===== config.mk =====
export PLATFORM = sky130hd
export DESIGN_NAME = crc_engine
export DESIGN_NICKNAME = d
export VERILOG_FILES = /design/src/rtl/crc_pkg.sv /design/src/rtl/crc_next.sv /design/src/rtl/crc_engine.sv
export SDC_FILE = /design/constraint.sdc
export NUM_CORES = 1
export LEC_CHECK = 0
export BUFFER_PORTS_ARGS = -buffer_cell sky130_fd_sc_hd__buf_2
export CAP_MARGIN = 20
export CELL_PAD_IN_SITES_DETAIL_PLACEMENT = 0
export CELL_PAD_IN_SITES_GLOBAL_PLACEMENT = 1
export CORE_ASPECT_RATIO = 1.25
export CORE_UTILIZATION = 30
export DETAILED_ROUTE_END_ITERATION = 10
export GPL_TIMING_DRIVEN = 0
export PLACE_DENSITY = 0.59
export SYNTH_ARGS = -nofsm -noshare
export SYNTH_HDL_FRONTEND = slang
export SYNTH_HIERARCHICAL = 1
export SYNTH_SLANG_ARGS = --single-unit
export TNS_END_PERCENT = 1

===== constraint.sdc =====
create_clock -name clk_i -period 3.2 [get_ports clk_i]
set_input_delay 0.16 -clock clk_i [delete_from_list [all_inputs] [get_ports clk_i]]
set_output_delay 0.16 -clock clk_i [all_outputs]
set_load 0.1 [all_outputs]

===== src/rtl/crc_pkg.sv =====
// Shared CRC definitions: FSM state type and the bit-serial step and reflect helpers.
// Widths are carried as arguments so one function serves every CRC_W/DATA_W combination.
package crc_pkg;

  localparam int MAX_CRC_W  = 32;
  localparam int MAX_DATA_W = 64;

  typedef enum logic [1:0] {
    ST_IDLE = 2'd0,
    ST_RUN  = 2'd1,
    ST_HOLD = 2'd2
  } crc_state_e;

  function automatic logic [MAX_CRC_W-1:0] crc_mask(input int crc_w);
    return {MAX_CRC_W{1'b1}} >> (MAX_CRC_W - crc_w);
  endfunction

  // DATA_W serial LFSR steps; the loop bound is fixed so synthesis fully unrolls it.
  function automatic logic [MAX_CRC_W-1:0] crc_step(
    input logic [MAX_CRC_W-1:0]  seed,
    input logic [MAX_DATA_W-1:0] data,
    input logic [MAX_CRC_W-1:0]  poly,
    input int                    crc_w,
    input int                    data_w,
    input bit                    refin
  );
    logic [MAX_CRC_W-1:0] mask;
    logic [MAX_CRC_W-1:0] crc;
    logic                 din;
    logic                 fb;
    int                   idx;
    int                   top;
    mask = crc_mask(crc_w);
    crc  = seed & mask;
    top  = crc_w - 1;
    for (int i = 0; i < MAX_DATA_W; i++) begin
      if (i < data_w) begin
        idx = refin ? i : (data_w - 1 - i);
        din = data[idx[5:0]];
        fb  = crc[top[4:0]] ^ din;
        crc = ((crc << 1) ^ (fb ? poly : {MAX_CRC_W{1'b0}})) & mask;
      end
    end
    return crc;
  endfunction

  function automatic logic [MAX_CRC_W-1:0] reflect(
    input logic [MAX_CRC_W-1:0] v,
    input int                   w
  );
    logic [MAX_CRC_W-1:0] r;
    int                   idx;
    r = {MAX_CRC_W{1'b0}};
    for (int i = 0; i < MAX_CRC_W; i++) begin
      if (i < w) begin
        idx      = w - 1 - i;
        r[i]     = v[idx[4:0]];
      end
    end
    return r;
  endfunction

endpackage


===== src/rtl/crc_next.sv =====
// Combinational DATA_W-bit CRC update: one beat folded into the seed register value.
module crc_next
  import crc_pkg::*;
#(
  parameter int          CRC_W  = 16,
  parameter int          DATA_W = 8,
  parameter logic [31:0] POLY   = 32'h0000_8005,
  parameter bit          REFIN  = 1'b0
) (
  input  logic [CRC_W-1:0]  seed,
  input  logic [DATA_W-1:0] data,
  output logic [CRC_W-1:0]  result
);

  assign result = CRC_W'(crc_step(32'(seed), 64'(data), POLY, CRC_W, DATA_W, REFIN));

endmodule


===== src/rtl/crc_engine.sv =====
// Stream-fed parametrised CRC generator with valid/ready input, first/last framing
// and a held result that is released to the sink on m_ready_i.
module crc_engine
  import crc_pkg::*;
#(
  parameter int          CRC_W  = 16,
  parameter logic [31:0] POLY   = 32'h0000_8005,
  parameter logic [31:0] INIT   = 32'h0000_0000,
  parameter bit          REFIN  = 1'b0,
  parameter bit          REFOUT = 1'b0,
  parameter logic [31:0] XOROUT = 32'h0000_0000,
  parameter int          DATA_W = 8
) (
  input  logic              clk_i,
  input  logic              rst_ni,
  input  logic              s_valid_i,
  output logic              s_ready_o,
  input  logic [DATA_W-1:0] s_data_i,
  input  logic              s_first_i,
  input  logic              s_last_i,
  output logic              m_valid_o,
  input  logic              m_ready_i,
  output logic [CRC_W-1:0]  m_crc_o,
  output logic [CRC_W-1:0]  crc_raw_o
);

  localparam logic [CRC_W-1:0] INIT_T   = INIT[CRC_W-1:0];
  localparam logic [CRC_W-1:0] XOROUT_T = XOROUT[CRC_W-1:0];

  crc_state_e       state_r;
  crc_state_e       state_nxt_s;
  logic [CRC_W-1:0] lfsr_r;
  logic [CRC_W-1:0] crc_out_r;
  logic             m_valid_r;
  logic [CRC_W-1:0] seed_s;
  logic [CRC_W-1:0] step_s;
  logic [CRC_W-1:0] final_s;
  logic             ready_s;
  logic             accept_s;

  // Ready drops only while a finished CRC waits; a same-cycle handoff keeps it high.
  assign ready_s  = (state_r != ST_HOLD) | m_ready_i;
  assign accept_s = s_valid_i & ready_s;

  // Seed selection: any beat outside an open frame, or flagged first, starts from INIT.
  always_comb begin
    seed_s = lfsr_r;
    if ((state_r != ST_RUN) || s_first_i) begin
      seed_s = INIT_T;
    end else begin
      seed_s = lfsr_r;
    end
  end

  crc_next #(
    .CRC_W  (CRC_W),
    .DATA_W (DATA_W),
    .POLY   (POLY),
    .REFIN  (REFIN)
  ) u_crc_next (
    .seed   (seed_s),
    .data   (s_data_i),
    .result (step_s)
  );

  // Output shaping of the post-beat register value.
  always_comb begin
    final_s = step_s ^ XOROUT_T;
    if (REFOUT) begin
      final_s = CRC_W'(reflect(32'(step_s), CRC_W)) ^ XOROUT_T;
    end else begin
      final_s = step_s ^ XOROUT_T;
    end
  end

  // Next-state logic for the frame FSM.
  always_comb begin
    state_nxt_s = state_r;
    case (state_r)
      ST_IDLE: begin
        if (accept_s) begin
          state_nxt_s = s_last_i ? ST_HOLD : ST_RUN;
        end else begin
          state_nxt_s = ST_IDLE;
        end
      end
      ST_RUN: begin
        if (accept_s && s_last_i) begin
          state_nxt_s = ST_HOLD;
        end else begin
          state_nxt_s = ST_RUN;
        end
      end
      ST_HOLD: begin
        if (!m_ready_i) begin
          state_nxt_s = ST_HOLD;
        end else if (accept_s) begin
          state_nxt_s = s_last_i ? ST_HOLD : ST_RUN;
        end else begin
          state_nxt_s = ST_IDLE;
        end
      end
      default: begin
        state_nxt_s = ST_IDLE;
      end
    endcase
  end

  // State register and registered result-valid flag.
  always_ff @(posedge clk_i or negedge rst_ni) begin
    if (!rst_ni) begin
      state_r   <= ST_IDLE;
      m_valid_r <= 1'b0;
    end else begin
      state_r   <= state_nxt_s;
      m_valid_r <= (state_nxt_s == ST_HOLD);
    end
  end

  // LFSR and result registers; the LFSR falls back to INIT when a result leaves with no new beat.
  always_ff @(posedge clk_i or negedge rst_ni) begin
    if (!rst_ni) begin
      lfsr_r    <= INIT_T;
      crc_out_r <= {CRC_W{1'b0}};
    end else if (accept_s) begin
      lfsr_r <= step_s;
      if (s_last_i) begin
        crc_out_r <= final_s;
      end
    end else if ((state_r == ST_HOLD) && m_ready_i) begin
      lfsr_r <= INIT_T;
    end
  end

  assign s_ready_o = ready_s;
  assign m_valid_o = m_valid_r;
  assign m_crc_o   = crc_out_r;
  assign crc_raw_o = lfsr_r;

endmodule

==> impl_metrics.py <==
metrics = {
    "flow_run": {
        "max_cap_viol_count": 0,
    },
    "placement": {
        "hpwl_um": 3454,
        "gpl.final_weighted_congestion": 0.7388,
        "placed_area_um2": 2335,
        "port_buffers": 46,
    },
    "synthesis": {
        "synth-async-reset-ratio": 1.000,
        "synth.avg_cell_area_um2": 10.92,
        "synth-edff-count": 0,
        "synth_area_um2": 1998,
        "yosysTopAreaCell": "dfrtp_1",
        "synth_top_cells_by_count": "dfrtp_1 (35), nand2_1 (34), nand2b_1 (17)",
        "synthXorXnorAreaFrac": 0.1340,
        "syn_inst": 183,
        "yosys.area_share.simple": 0.1866,
        "syn_nets": 197,
        "synth_compound_area_frac": 0.08453,
        "synth_area_leaders": "dfrtp_1 (44%), mux2_4 (7.5%), o221ai_1 (7.0%), nand2_1 (6.4%), nand2b_1 (5.3%)",
        "synth_top_area_frac": 0.4383,
        "synth-seq-area-share": 0.4383,
        "yosys_most_used_dff": "dfrtp_1",
        "yosysMostFrequentCell": "dfrtp_1",
        "muxShareOfSynthArea": 0.1090,
        "yosysWarningCount": 6,
        "synth_cell_types": 24,
        "synth_top_family_by_area": "simple AND/OR/NAND/NOR gates",
        "yosys_register_bits": 35,
        "synth_fa_ha_area_frac": 0,
    },
    "floorplanning": {
        "die_x_um": 75.00,
        "die_h_um": 93.25,
        "core-area_um2": 6286,
        "initial_utilization": 0.3179,
        "dieArea_um2": 6993,
        "core.rowCount": 32,
        "io_pins": 48,
    },
    "cts": {
        "postCtsSetupBuffers": 0,
        "clockBufferDepth": 2,
        "cts_tree": "built",
        "cts-buffers-inserted": 5,
        "clock-sinks": 35,
        "htreeDepth": 2,
        "clk_latency_ps": 290,
        "path_clk_slew_ps": 70,
        "cts_root_buf": "clkbuf_8",
    },
    "timing": {
        "holdWs_ps": 77.48,
        "fin_crit_sh": 0.9068,
        "worst_pin_slew_ps": 820.2,
        "hold_viol_final": 0,
        "rsz0062_at_grt": "false",
        "worst_slew_margin_rel": 0.4532,
        "maxSlewViolCount": 0,
        "fin_crit_ps": 2902,
        "setup_viol": 0,
        "fin_skew_ps": 3.409,
        "clock.fmax_mhz": 344.6,
    },
    "drt": {
        "drc": 0,
        "drt-total-wl_um": 4905,
        "dr.pass1.iters": 6,
        "drt-initial-drc-count": 85,
        "antenna_left": 0,
        "num_vias": 1492,
        "via_per_inst": 4.619,
        "detail_route.wl_per_cell_um": 15.19,
    },
    "critical_path": {
        "crit_chain": "nor3b_4, clkbuf_2, and2_1, xnor2_1, xor2_1, xnor2_1, xnor3_1, mux2_2",
        "cp_slowest_stage_delay_ps": 480,
        "startpoint_type": "register",
        "crit_type": "register to register",
        "crit_path_end_kind": "register",
        "critical_path_buf_inv_count": 1,
        "worstPathMaxFanout": 10,
        "cp_slowest_cell": "dfrtp_1",
        "cpLargestDelayFamily": "XOR/XNOR gates",
        "cpMostUsedCell": "xnor2_1",
        "cp_data_required_time_ps": 3380,
        "critPathArrivalTime_ps": 3090,
    },
    "status": {
        "outcome": "completed",
    },
    "global_routing": {
        "grt_pass1_vias": 1436,
        "grt-ovfl-total": 0,
        "grt_use_total": 0.1557,
        "antenna_found_initial": 0,
        "grt_max_degree": 36,
        "grt_pass1_wl_um": 7824,
    },
    "final_layout": {
        "area_growth_pct": 22.98,
        "antenna_cells": 0,
        "nNetsFinal": 251,
        "drive_above_1_share": 0.3655,
        "final_area_um2": 2457,
        "fillCellCount": 652,
    },
    "pwr": {
        "p_leak_uw": 0.001141,
        "power_density_nw_per_um2": 922.9,
        "power_uw": 2268,
        "ir_drop_uv": 619.9,
    },
    "hold_path": {
        "min_path_type": "primary input to register",
    },
}
## cell usage in the layout (no fill, tap or decap), types with 2 or more instances in the layout
cell type and count:
and2_1 16, buf_4 5, mux2_2 6, a22oi_1 2, nand2b_1 17, xor2_1 7, xnor2_1 8, xnor2_2 6
buf_2 47, nand2_1 34, nor3b_4 2, clkbuf_1 9, clkbuf_8 7, mux2_4 10, o221ai_1 16, inv_1 2
dfrtp_1 35
## kinds of logic (layout without fill, tap and decap cells)
logic type,Yosys count,count (layout)
compound gates,20,20
xor+xnor,23,23
buf+inv,18,73
flops,35,35
mux,16,16
simple gates,71,71
## state kept, by name (all words and copies together), names as in the netlist
signal     count
crc_raw_o     16
m_crc_o       16
state_r        2
m_valid_o      1
## metal layers
layer,part of all wire,up-vias,GRT usage,wire [µm]
li1,-,722,-,-
met1,0.48,730,0.2101,2332
met2,0.47,34,0.2380,2323
met3,0.034,6,0.03233,165
met4,0.017,0,0.06604,84
met5,0,-,0,0
## worst paths after layout
check,start,endpoint,slack (ps),depth (start not counted)
max in group asynchronous,rst_ni,m_crc_o[14],2190,2
min reg2reg,m_crc_o[13],m_crc_o[13],510,1
max,state_r[0],m_crc_o[15],300,8
min in group asynchronous,rst_ni,m_valid_o,490,2
max reg2reg,state_r[0],m_crc_o[15],300,8
min,s_last_i,state_r[0],80,2
## metrics by stage
step	setup TNS (ps)	cells	setup WS, ps	util
2_1_floorplan	0	183	647.7	-
3_3_place_gp	-776.9	314	-242.5	0.3714
6_report	0	323	298.3	0.3909
4_1_cts	0	323	25.25	0.3897
5_1_grt	0	323	21.36	0.3909
3_5_place_dp	-900.0	314	-259.4	0.3714
## worst register-to-register path: stages (launching register included)
cell and delay (ps):
dfrtp_1 480, nor3b_4 380, clkbuf_2 280, and2_1 170
xnor2_1 210, xor2_1 440, xnor2_1 240, xnor3_1 310
mux2_2 280
## where the power goes
group	internal [µW]	total [µW]	switching (µW)
Combinational	264	1270	1000
Clock	197	363	166
Sequential	551	637	86.0
Total	1010	2270	1260
## final cells by class
class | instances | area, µm² | area share
buffer | 16 | 88.84 | 0.03615
clock buffer | 8 | 100.1 | 0.04073
inverter | 2 | 7.507 | 0.003055
multi-input combinational | 130 | 1039 | 0.4226
sequential | 35 | 875.8 | 0.3564
tap | 85 | 106.4 | 0.04328
timing repair buffer | 47 | 240.2 | 0.09776
## repair_timing
item / 4_1_cts / 5_1_grt
hold buffers: 1 / 0
resized for setup: 1 / 3
hold endpoints to repair: 35 / 0
setup endpoints to repair: 6 / 6
Power figures use the tool's default switching activity.
